### src/rtl/wb_commit_pkg.sv
// Shared types and constants for the writeback/commit stage.
package wb_commit_pkg;

  localparam logic [31:0] TRAP_INST_DEFAULT = 32'h0010_0073;

  localparam int unsigned ST_W = 2;
  typedef logic [ST_W-1:0] state_t;
  localparam state_t ST_RUN   = 2'd0;
  localparam state_t ST_DRAIN = 2'd1;
  localparam state_t ST_HALT  = 2'd2;

  // Commit-trace entry layout at the default XLEN=64 / ILEN=32
  typedef struct packed {
    logic [63:0] pc;
    logic [31:0] inst;
    logic        trap;
    logic [63:0] trap_code;
  } cm_entry_t;

endpackage

### src/rtl/sync_fifo.sv
// Synchronous-reset FIFO with full/empty/count; a pop while full makes room for a same-cycle push.
module sync_fifo #(
  parameter int unsigned WIDTH = 8,
  parameter int unsigned DEPTH = 4
) (
  input  logic                     clk,
  input  logic                     rst,
  input  logic                     push,
  input  logic [WIDTH-1:0]         wdata,
  input  logic                     pop,
  output logic [WIDTH-1:0]         rdata,
  output logic                     full,
  output logic                     empty,
  output logic [$clog2(DEPTH):0]   count
);

  localparam int unsigned AW = $clog2(DEPTH);

  logic [WIDTH-1:0] mem [DEPTH];
  logic [AW-1:0]    wr_ptr, rd_ptr;
  logic [AW:0]      cnt;
  logic             do_push, do_pop;

  assign empty   = (cnt == '0);
  assign full    = (cnt == (AW+1)'(DEPTH));
  assign count   = cnt;
  assign do_pop  = pop & ~empty;
  assign do_push = push & (~full | do_pop);
  assign rdata   = empty ? '0 : mem[rd_ptr];

  always_ff @(posedge clk) begin
    if (rst) begin
      wr_ptr <= '0;
      rd_ptr <= '0;
      cnt    <= '0;
    end else begin
      if (do_push) wr_ptr <= wr_ptr + AW'(1);
      if (do_pop)  rd_ptr <= rd_ptr + AW'(1);
      cnt <= cnt + (AW+1)'(do_push) - (AW+1)'(do_pop);
    end
  end

  always_ff @(posedge clk) begin
    if (do_push) mem[wr_ptr] <= wdata;
  end

endmodule

### src/rtl/wb_commit_stage.sv
// Writeback register, commit-trace push, retire counter and trap drain/halt control.
module wb_commit_stage
  import wb_commit_pkg::*;
#(
  parameter int unsigned XLEN        = 64,
  parameter int unsigned ILEN        = 32,
  parameter int unsigned RADDR_W     = 5,
  parameter int unsigned TRACE_DEPTH = 4,
  parameter logic [ILEN-1:0] TRAP_INST = ILEN'(TRAP_INST_DEFAULT)
) (
  input  logic               clk,
  input  logic               rst,
  input  logic               in_valid,
  output logic               in_ready,
  input  logic [XLEN-1:0]    in_pc,
  input  logic [ILEN-1:0]    in_inst,
  input  logic               in_rd_ena,
  input  logic [RADDR_W-1:0] in_rd_addr,
  input  logic [XLEN-1:0]    in_rd_data,
  input  logic [XLEN-1:0]    in_trap_code,
  input  logic               flush,
  output logic               wb_rd_ena,
  output logic [RADDR_W-1:0] wb_rd_addr,
  output logic [XLEN-1:0]    wb_rd_data,
  output logic               cm_valid,
  input  logic               cm_ready,
  output logic [XLEN-1:0]    cm_pc,
  output logic [ILEN-1:0]    cm_inst,
  output logic               cm_trap,
  output logic [XLEN-1:0]    cm_trap_code,
  output logic [63:0]        retired_cnt,
  output logic               halted
);

  localparam int unsigned ENTRY_W = 2*XLEN + ILEN + 1;
  localparam int unsigned CNT_W   = $clog2(TRACE_DEPTH) + 1;

  state_t             state_q, state_d;
  logic               accept, retire, is_trap;
  logic               fifo_push, fifo_pop, fifo_full, fifo_empty;
  logic [CNT_W-1:0]   fifo_count;
  logic [ENTRY_W-1:0] push_data, fifo_rdata;

  assign is_trap   = (in_inst == TRAP_INST);
  assign in_ready  = (state_q == ST_RUN) & ~flush & (~fifo_full | cm_ready);
  assign accept    = in_valid & in_ready;
  assign retire    = accept & (in_inst != '0);
  assign cm_valid  = ~fifo_empty;
  assign fifo_push = retire;
  assign fifo_pop  = cm_valid & cm_ready;
  assign push_data = {in_pc, in_inst, is_trap, is_trap ? in_trap_code : XLEN'(0)};
  assign {cm_pc, cm_inst, cm_trap, cm_trap_code} = fifo_rdata;

  sync_fifo #(
    .WIDTH (ENTRY_W),
    .DEPTH (TRACE_DEPTH)
  ) u_trace_fifo (
    .clk   (clk),
    .rst   (rst),
    .push  (fifo_push),
    .wdata (push_data),
    .pop   (fifo_pop),
    .rdata (fifo_rdata),
    .full  (fifo_full),
    .empty (fifo_empty),
    .count (fifo_count)
  );

  // Halt as soon as the last trace entry (the trap) leaves the FIFO
  always_comb begin
    state_d = state_q;
    case (state_q)
      ST_RUN:   if (retire & is_trap) state_d = ST_DRAIN;
      ST_DRAIN: if (fifo_empty | ((fifo_count == CNT_W'(1)) & fifo_pop)) state_d = ST_HALT;
      ST_HALT:  state_d = ST_HALT;
      default:  state_d = ST_RUN;
    endcase
  end

  always_ff @(posedge clk) begin
    if (rst) begin
      state_q <= ST_RUN;
      halted  <= 1'b0;
    end else begin
      state_q <= state_d;
      halted  <= (state_d == ST_HALT);
    end
  end

  // Regfile write is a one-cycle pulse; x0 writes are suppressed
  always_ff @(posedge clk) begin
    if (rst || flush) begin
      wb_rd_ena  <= 1'b0;
      wb_rd_addr <= '0;
      wb_rd_data <= '0;
    end else if (retire) begin
      wb_rd_ena  <= in_rd_ena & (in_rd_addr != '0);
      wb_rd_addr <= in_rd_addr;
      wb_rd_data <= in_rd_data;
    end else begin
      wb_rd_ena  <= 1'b0;
    end
  end

  always_ff @(posedge clk) begin
    if (rst)         retired_cnt <= '0;
    else if (retire) retired_cnt <= retired_cnt + 64'd1;
  end

endmodule

### config.mk
export PLATFORM = sky130hd
export DESIGN_NAME = wb_commit_stage
export DESIGN_NICKNAME = d
export VERILOG_FILES = /design/src/rtl/wb_commit_pkg.sv /design/src/rtl/sync_fifo.sv /design/src/rtl/wb_commit_stage.sv
export SDC_FILE = /design/constraint.sdc
export NUM_CORES = 1
export LEC_CHECK = 0
export BUFFER_PORTS_ARGS = -buffer_cell sky130_fd_sc_hd__buf_2
export CAP_MARGIN = 5
export CORE_UTILIZATION = 55
export DETAILED_ROUTE_END_ITERATION = 8
export GPL_TIMING_DRIVEN = 0
export HOLD_SLACK_MARGIN = 0.06
export PLACE_DENSITY = 0.78
export SLEW_MARGIN = 15
export SYNTH_ARGS = -nofsm -noshare
export SYNTH_HDL_FRONTEND = slang
export SYNTH_SLANG_ARGS = --single-unit
### constraint.sdc
create_clock -name clk -period 8 [get_ports clk]
set_input_delay 0.8 -clock clk [delete_from_list [all_inputs] [get_ports clk]]
set_output_delay 0.8 -clock clk [all_outputs]
set_load 0.02 [all_outputs]
-- After elaboration in Yosys (flattened, before gate mapping)
Memory sizes are Yosys's and may differ from the RTL's. A register that Yosys moved wholly into a read port is not among the register bits.
Index checks and enable logic that the tools add are counted.
- bits in registers: 144
- output and inout bits: 298
- memories kept: 1
- word-level logic and storage cells: 53
- memory bits (writable): 644
- input port bits: 235
- $add $sub $neg: 5
- bitwise gates (word level): 17
- mux-type cells: 9
- reduce and logical (&&, ||, !) cells: 6
- eq/ne operators: 6
- memories (memory ; depth ; width ; rd ports ; clocked after Yosys merged registers in ; wr ports ; line ; RTL):
    u_trace_fifo.mem ; 4 ; 161 ; 1 ; 1 ; 1 ; sync_fifo.sv:19 ; logic [WIDTH-1:0] mem [DEPTH];
- operators with widths (cell ; number):
    $mux 161 ; 1
    $add 64x1->64 const B ; 1
    $mux 64 ; 1
    $eq 32x21->1 const B ; 1
    $reduce_bool 32->1 ; 1
    $and 1x1->1 ; 10
    $mux 2 ; 4
    $pmux 2 s3 ; 1
    $reduce_bool 5->1 ; 1
    $add 2x1->2 const B ; 2
    $eq 2x2->1 const B ; 2
    $not 1->1 ; 4
    $add 3x1->3 ; 1
    $eq 3x1->1 const B ; 1
    $eq 3x3->1 const B ; 1
    $logic_not 3->1 ; 1
    $or 1x1->1 ; 3
    $sub 3x1->3 ; 1
    $eq 2x1->1 const B ; 1
    $logic_not 2->1 ; 1
    $mux 1 ; 2
    $reduce_or 2->1 ; 1
    $logic_or 1x1->1 ; 1

-- Longest topological paths before layout
- depth after elaboration: 10
- depth in mapped cells: 12
- gate-level depth less buffers: 10

-- Cells and area by module
A second synthesis with hierarchy kept.
- cells, all modules: 1887
- area total of the unflattened synthesis: 31091.1 µm²
- by module, submodules not included (module ; area an instance (µm²) ; times used ; cells each):
    sync_fifo ; 24762.5 ; 1 ; 1070
    wb_commit_stage ; 6328.6 ; 1 ; 817

-- Worst setup path after synthesis
No wires, ideal clock.
- path kind: input to register
- start: input flush
- end: memory u_trace_fifo.mem[0][0] (netlist bit) (enable)
- cell stages on the path: 5
- arrival: 5.643 ns
- setup slack: 1.816 ns
- setup time: 0.541 ns
- path buffers: 1
- path through: nor3_1 > nor2b_1 > and2_1 > clkbuf_1 > and3_1
- cells in the longest elaborated chain, start to end: 8
- RTL lines (what ; line ; RTL):
    start, declared ; wb_commit_stage.sv:21 ; input logic flush,
    $not 1->1 ; wb_commit_stage.sv:45 ; assign in_ready = (state_q == ST_RUN) & ~flush & (~fifo_full | cm_ready);
    $and 1x1->1 (2 in a row) ; wb_commit_stage.sv:45 ;
    net in_ready ; wb_commit_stage.sv:14 ; output logic in_ready,
    $and 1x1->1 ; wb_commit_stage.sv:46 ; assign accept = in_valid & in_ready;
    $and 1x1->1 ; wb_commit_stage.sv:47 ; assign retire = accept & (in_inst != '0);
    $and 1x1->1 ; sync_fifo.sv:28 ; assign do_push = push & (~full | do_pop);
    $mux 1 ; sync_fifo.sv:44 ; if (do_push) mem[wr_ptr] <= wdata;
    $mux 1 (not written as such) ; sync_fifo.sv:44 ;
    end, declared ; sync_fifo.sv:19 ;
The timed path passes the listed nets, and every way through them passes these cells.

==> impl_table.tex <==
\begin{tabular}{lr}
\hline
Metric & Value \\
\hline
\multicolumn{2}{l}{\textbf{Clock network}} \\
Number of levels the H-tree was split into & 3 \\
Clock edge transition at the registers on the reported setup and hold paths & around 0.06 ns \\
Post-CTS Setup Repair Bufs & 0 \\
Bufs on Longest Clock Path & 3 \\
Hold-fix buffers, CTS & 0 \\
Root Driver & clkbuf\_16 \\
Post-CTS sizing & 0 \\
Total number of clock tree sinks & slightly below 800 \\
Clock latency on the worst-skew pair & 0.62 ns \\
CTS tree & built \\
Number of CTS-inserted buffers & 80 \\
\multicolumn{2}{l}{\textbf{Pwr}} \\
Design Power & $\sim$12 mW \\
Clock group share of total power & 33.6\% \\
IR drop worst, VDD & between 0.2 and 0.25 mV \\
Net load switching power & 3.53 mW \\
Power Dens Cells & 310 nW/um\^{}2 \\
Leakage component of the power & $\sim$13 nW \\
Proportion of power drawn by flip-flops and latches & 39.6\% \\
Part of the total power dissipated in combinational logic & 26.8\% \\
Share of total power consumed by net switching & 30.3\% \\
Int Power & 8.12 mW \\
\multicolumn{2}{l}{\textbf{Critical path}} \\
Cell count along the critical path & 6 \\
Gate family responsible for the most delay along the worst path & buffers and inverters \\
Data required time of the worst path & approximately 7.2 ns \\
CP Cell Sequence & clkbuf\_1 > clkbuf\_1 > buf\_1 > mux4\_2 > and2\_1 > buf\_2 \\
CP Capture Type & primary output \\
Category of the worst setup path launch point & flop \\
CP Buf/Inv Count & 4 \\
Cell with the largest stage delay on the worst path & clkbuf\_1 \\
Critical path type & reg2out \\
Worst Path Max Fanout & 10 \\
Arrival time of data at the critical path endpoint & 3.88 ns \\
End point of the critical path & cm\_pc[2] \\
Reg2Reg Setup Slack & 4.73 ns \\
Worst reg2reg endpoint & u\_trace\_fifo.mem[0][91]\$\_DFFE\_PP\_ \\
R2R cell count & 7 \\
Crit-path most repeated cell & clkbuf\_1 \\
Startpoint of the most critical register-to-register path & state\_q[1]\$\_SDFF\_PP0\_ \\
Delay of the slowest cell on the worst path & 0.79 ns \\
\multicolumn{2}{l}{\textbf{Drt}} \\
Count of vias placed by the detailed router & between 15000 and 20000 \\
Final Routed Wirelength & 79800 um \\
Antenna Violating Nets Remaining & 0 \\
Metal3 WL & 6330 um \\
DRC & 0 \\
Routed length per instance & 24.0 um \\
First-pass detailed-route iteration total & 5 \\
Post-detailed-route via-to-cell ratio & 5.76 \\
Top Layer Used & met5 \\
Iteration-0 DRC count of the detailed router & 1250 \\
Routed metal-1 wire length & 29100 um \\
Met2 layer wire length in the routed design & 40800 um \\
\multicolumn{2}{l}{\textbf{Die}} \\
Std-Cell Core Area & 55300 um\^{}2 \\
Height of the die & about 240 um \\
\# rows & 86 \\
Total I/O pin count & 533 \\
Die area & $\sim$57000 um\^{}2 \\
Initial Utilization & around 56\% \\
Horizontal extent of the die & 239 um \\
\multicolumn{2}{l}{\textbf{Yosys}} \\
Netlist area before placement & just over 30000 um\^{}2 \\
Post-synth top area share & 62.7\% \\
Dominant cells by area after synthesis & edfxtp\_1 63\%, mux4\_2 12\%, dfxtp\_1 9.5\%, and2\_1 4.6\%, nand2\_1 2.1\% \\
Synthesized netlist net count & 2111 \\
Synth cell count leaders & 644 x edfxtp\_1, 229 x and2\_1, 172 x nand2\_1 \\
Proportion of synthesized flip-flops having asynchronous set or reset & 0\% \\
Proportion of synthesized chip area in sequential cells & 72.1\% \\
Post-synth EDFFs & 644 \\
Most used flip-flop cell after synthesis & edfxtp\_1 \\
Mean post-synth cell area & 16.5 um\^{}2 \\
Most repeated cell in the gate-level netlist after synthesis & edfxtp\_1 \\
Yosys cell types & 44 \\
Largest area contributor in the synthesized netlist & edfxtp\_1 \\
Cells after Synth & around 1900 \\
Flops \& latches, synth & 790 \\
Yosys warning total & 0 \\
\multicolumn{2}{l}{\textbf{STA}} \\
Final worst-path cycle share & 58.5\% \\
Final Hold Vio Count & 0 \\
Hold slack & 0.394 ns \\
Slew at the pin closest to its max-slew limit & roughly 1.2 ns \\
Sum Neg Setup Slack & 0 ns \\
Final number of max-transition violations & 0 \\
Count of endpoints failing setup in the final report & 0 \\
Achievable clock frequency & 214 MHz \\
Time the final worst path needs with I/O delays and setup & 4.68 ns \\
Worst-case clock skew & roughly 0.029 ns \\
Worst-case setup margin in the final layout & 3.32 ns \\
Unrepaired setup endpoints after global routing & false \\
Tightest slew margin relative to the limit & $\sim$22\% \\
\multicolumn{2}{l}{\textbf{GRT}} \\
Combined global-route utilization of all metal layers & 27.9\% \\
Maximum number of pins on one net before global-route repair & 47 \\
Sum of overflow across all layers after global routing & 0 \\
Initial antenna violation count & 21 \\
Via count of the first global-routing pass & 19500 \\
Wire length of the first global-routing pass & about 120000 um \\
\multicolumn{2}{l}{\textbf{Finish}} \\
Signed area change from the synthesized netlist to the final layout & 21.9\% \\
Share of final-layout standard cells stronger than drive strength 1 & around a third \\
Post-Route Utilization & between 60\% and 70\% \\
Final \#Nets & 2739 \\
\multicolumn{2}{l}{\textbf{Place}} \\
Total of buffers placed on input and output ports & 532 \\
Worst Setup Slack post-DPL & 3.44 ns \\
Post-detailed-placement half-perimeter wirelength & 53400 um \\
Routability Congestion & roughly 0.91 \\
\multicolumn{2}{l}{\textbf{Run}} \\
Max-Cap Viols & 0 \\
\multicolumn{2}{l}{\textbf{Hold path}} \\
WHS Path Cells & 1 \\
Kind of path behind the tightest hold check & in2reg \\
\multicolumn{2}{l}{\textbf{Run status}} \\
Status & finished, final reports clean \\
\hline
\end{tabular}
## power groups by stage
stage          sequential [mW]  clock (mW)  combinational, mW
2_1_floorplan             4.71           0               1.99
3_3_place_gp              4.72           0               3.07
3_5_place_dp              4.69           0               3.13
4_1_cts                   4.61        3.97               3.17
5_1_grt                   4.61        4.13               3.33
6_report                  4.61        3.92               3.12
## placed cells by master, fill, tap and decap left out, types with 4 or more instances in the layout
cell type   instances
nand3_1            23
clkbuf_16          81
buf_16              8
edfxtp_1          644
nor3_1             13
diode_2            15
nor2_1             63
or4_1               8
clkinvlp_4          4
clkbuf_1           87
clkinv_1           15
inv_1              13
and4_1             10
mux4_2            161
or3_1              13
a31o_2              5
dfxtp_1           146
a21oi_1            90
xor2_1             15
and2_1            229
and3_4              4
nor4b_1             4
nor2b_1             8
clkinv_2           11
buf_2             535
bufinv_16          15
nand2_1           172
o21ai_0            10
buf_12              6
and3_1              8
xnor2_1            33
nand4_1            30
nor4_1             30
buf_1              28
ha_1                7
## how the worst min path moves through the flow
| stage | startpoint | end | slack (ns) |
|---|---|---|---|
| 6_report | in_pc[55] | u_trace_fifo.mem[0][152]$_DFFE_PP_ | 0.39 |
| 5_1_grt | in_pc[46] | u_trace_fifo.mem[0][143]$_DFFE_PP_ | 0.37 |
| 4_1_cts | in_pc[55] | u_trace_fifo.mem[0][152]$_DFFE_PP_ | 0.36 |
| 3_5_place_dp | wb_rd_data[60]$_SDFFE_PP0P_ | wb_rd_data[60]$_SDFFE_PP0P_ | 0.45 |
| 3_3_place_gp | wb_rd_data[27]$_SDFFE_PP0P_ | wb_rd_data[27]$_SDFFE_PP0P_ | 0.44 |
| 2_1_floorplan | state_q[1]$_SDFF_PP0_ | state_q[0]$_SDFF_PP0_ | 0.45 |
## area by class of cell
cell class | instances | area [um^2]
Sequential cell | 790 | 22300
Fill cell | 3803 | 17700
Multi-Input combinational cell | 958 | 8160
Timing Repair Buffer | 546 | 3000
Clock buffer | 94 | 2090
Tap cell | 748 | 936
Clock inverter | 51 | 678
Buffer | 107 | 413
Inverter | 13 | 48.8
Antenna cell | 15 | 37.5
## per-layer routing
metal	global-route usage [%]	up-vias
li1	-	8388
met1	33.6	9632
met2	47.0	901
met3	6.64	184
met4	14.1	14
met5	0	-
## kinds of logic after synthesis
kind of cell | synth area share (%)
multiplexers | 11.8
XOR/XNOR | 1.36
buffers and inverters | 1.50
adder cells (fa/ha/maj) | 0.349
AO/OA/AOI/OAI | 1.89
AND/OR/NAND/NOR | 10.9
flip-flops | 72.1
## flip-flops by register name (all words and copies together), names as in the netlist, named ones only
register             flops
wb_rd_addr               5
retired_cnt             64
wb_rd_ena                1
u_trace_fifo.wr_ptr      2
u_trace_fifo.count       3
u_trace_fifo.rd_ptr      2
wb_rd_data              64
u_trace_fifo.mem       644
halted                   1
state_q                  2
## stage by stage
step / instance area, um^2 / instances
4_1_cts: 37600 / 3307
3_3_place_gp: 34500 / 3148
6_report: 37600 / 3322
5_1_grt: 37600 / 3315
2_1_floorplan: 30900 / 1868
3_5_place_dp: 34800 / 3162
(Power assumes the default switching activity.)
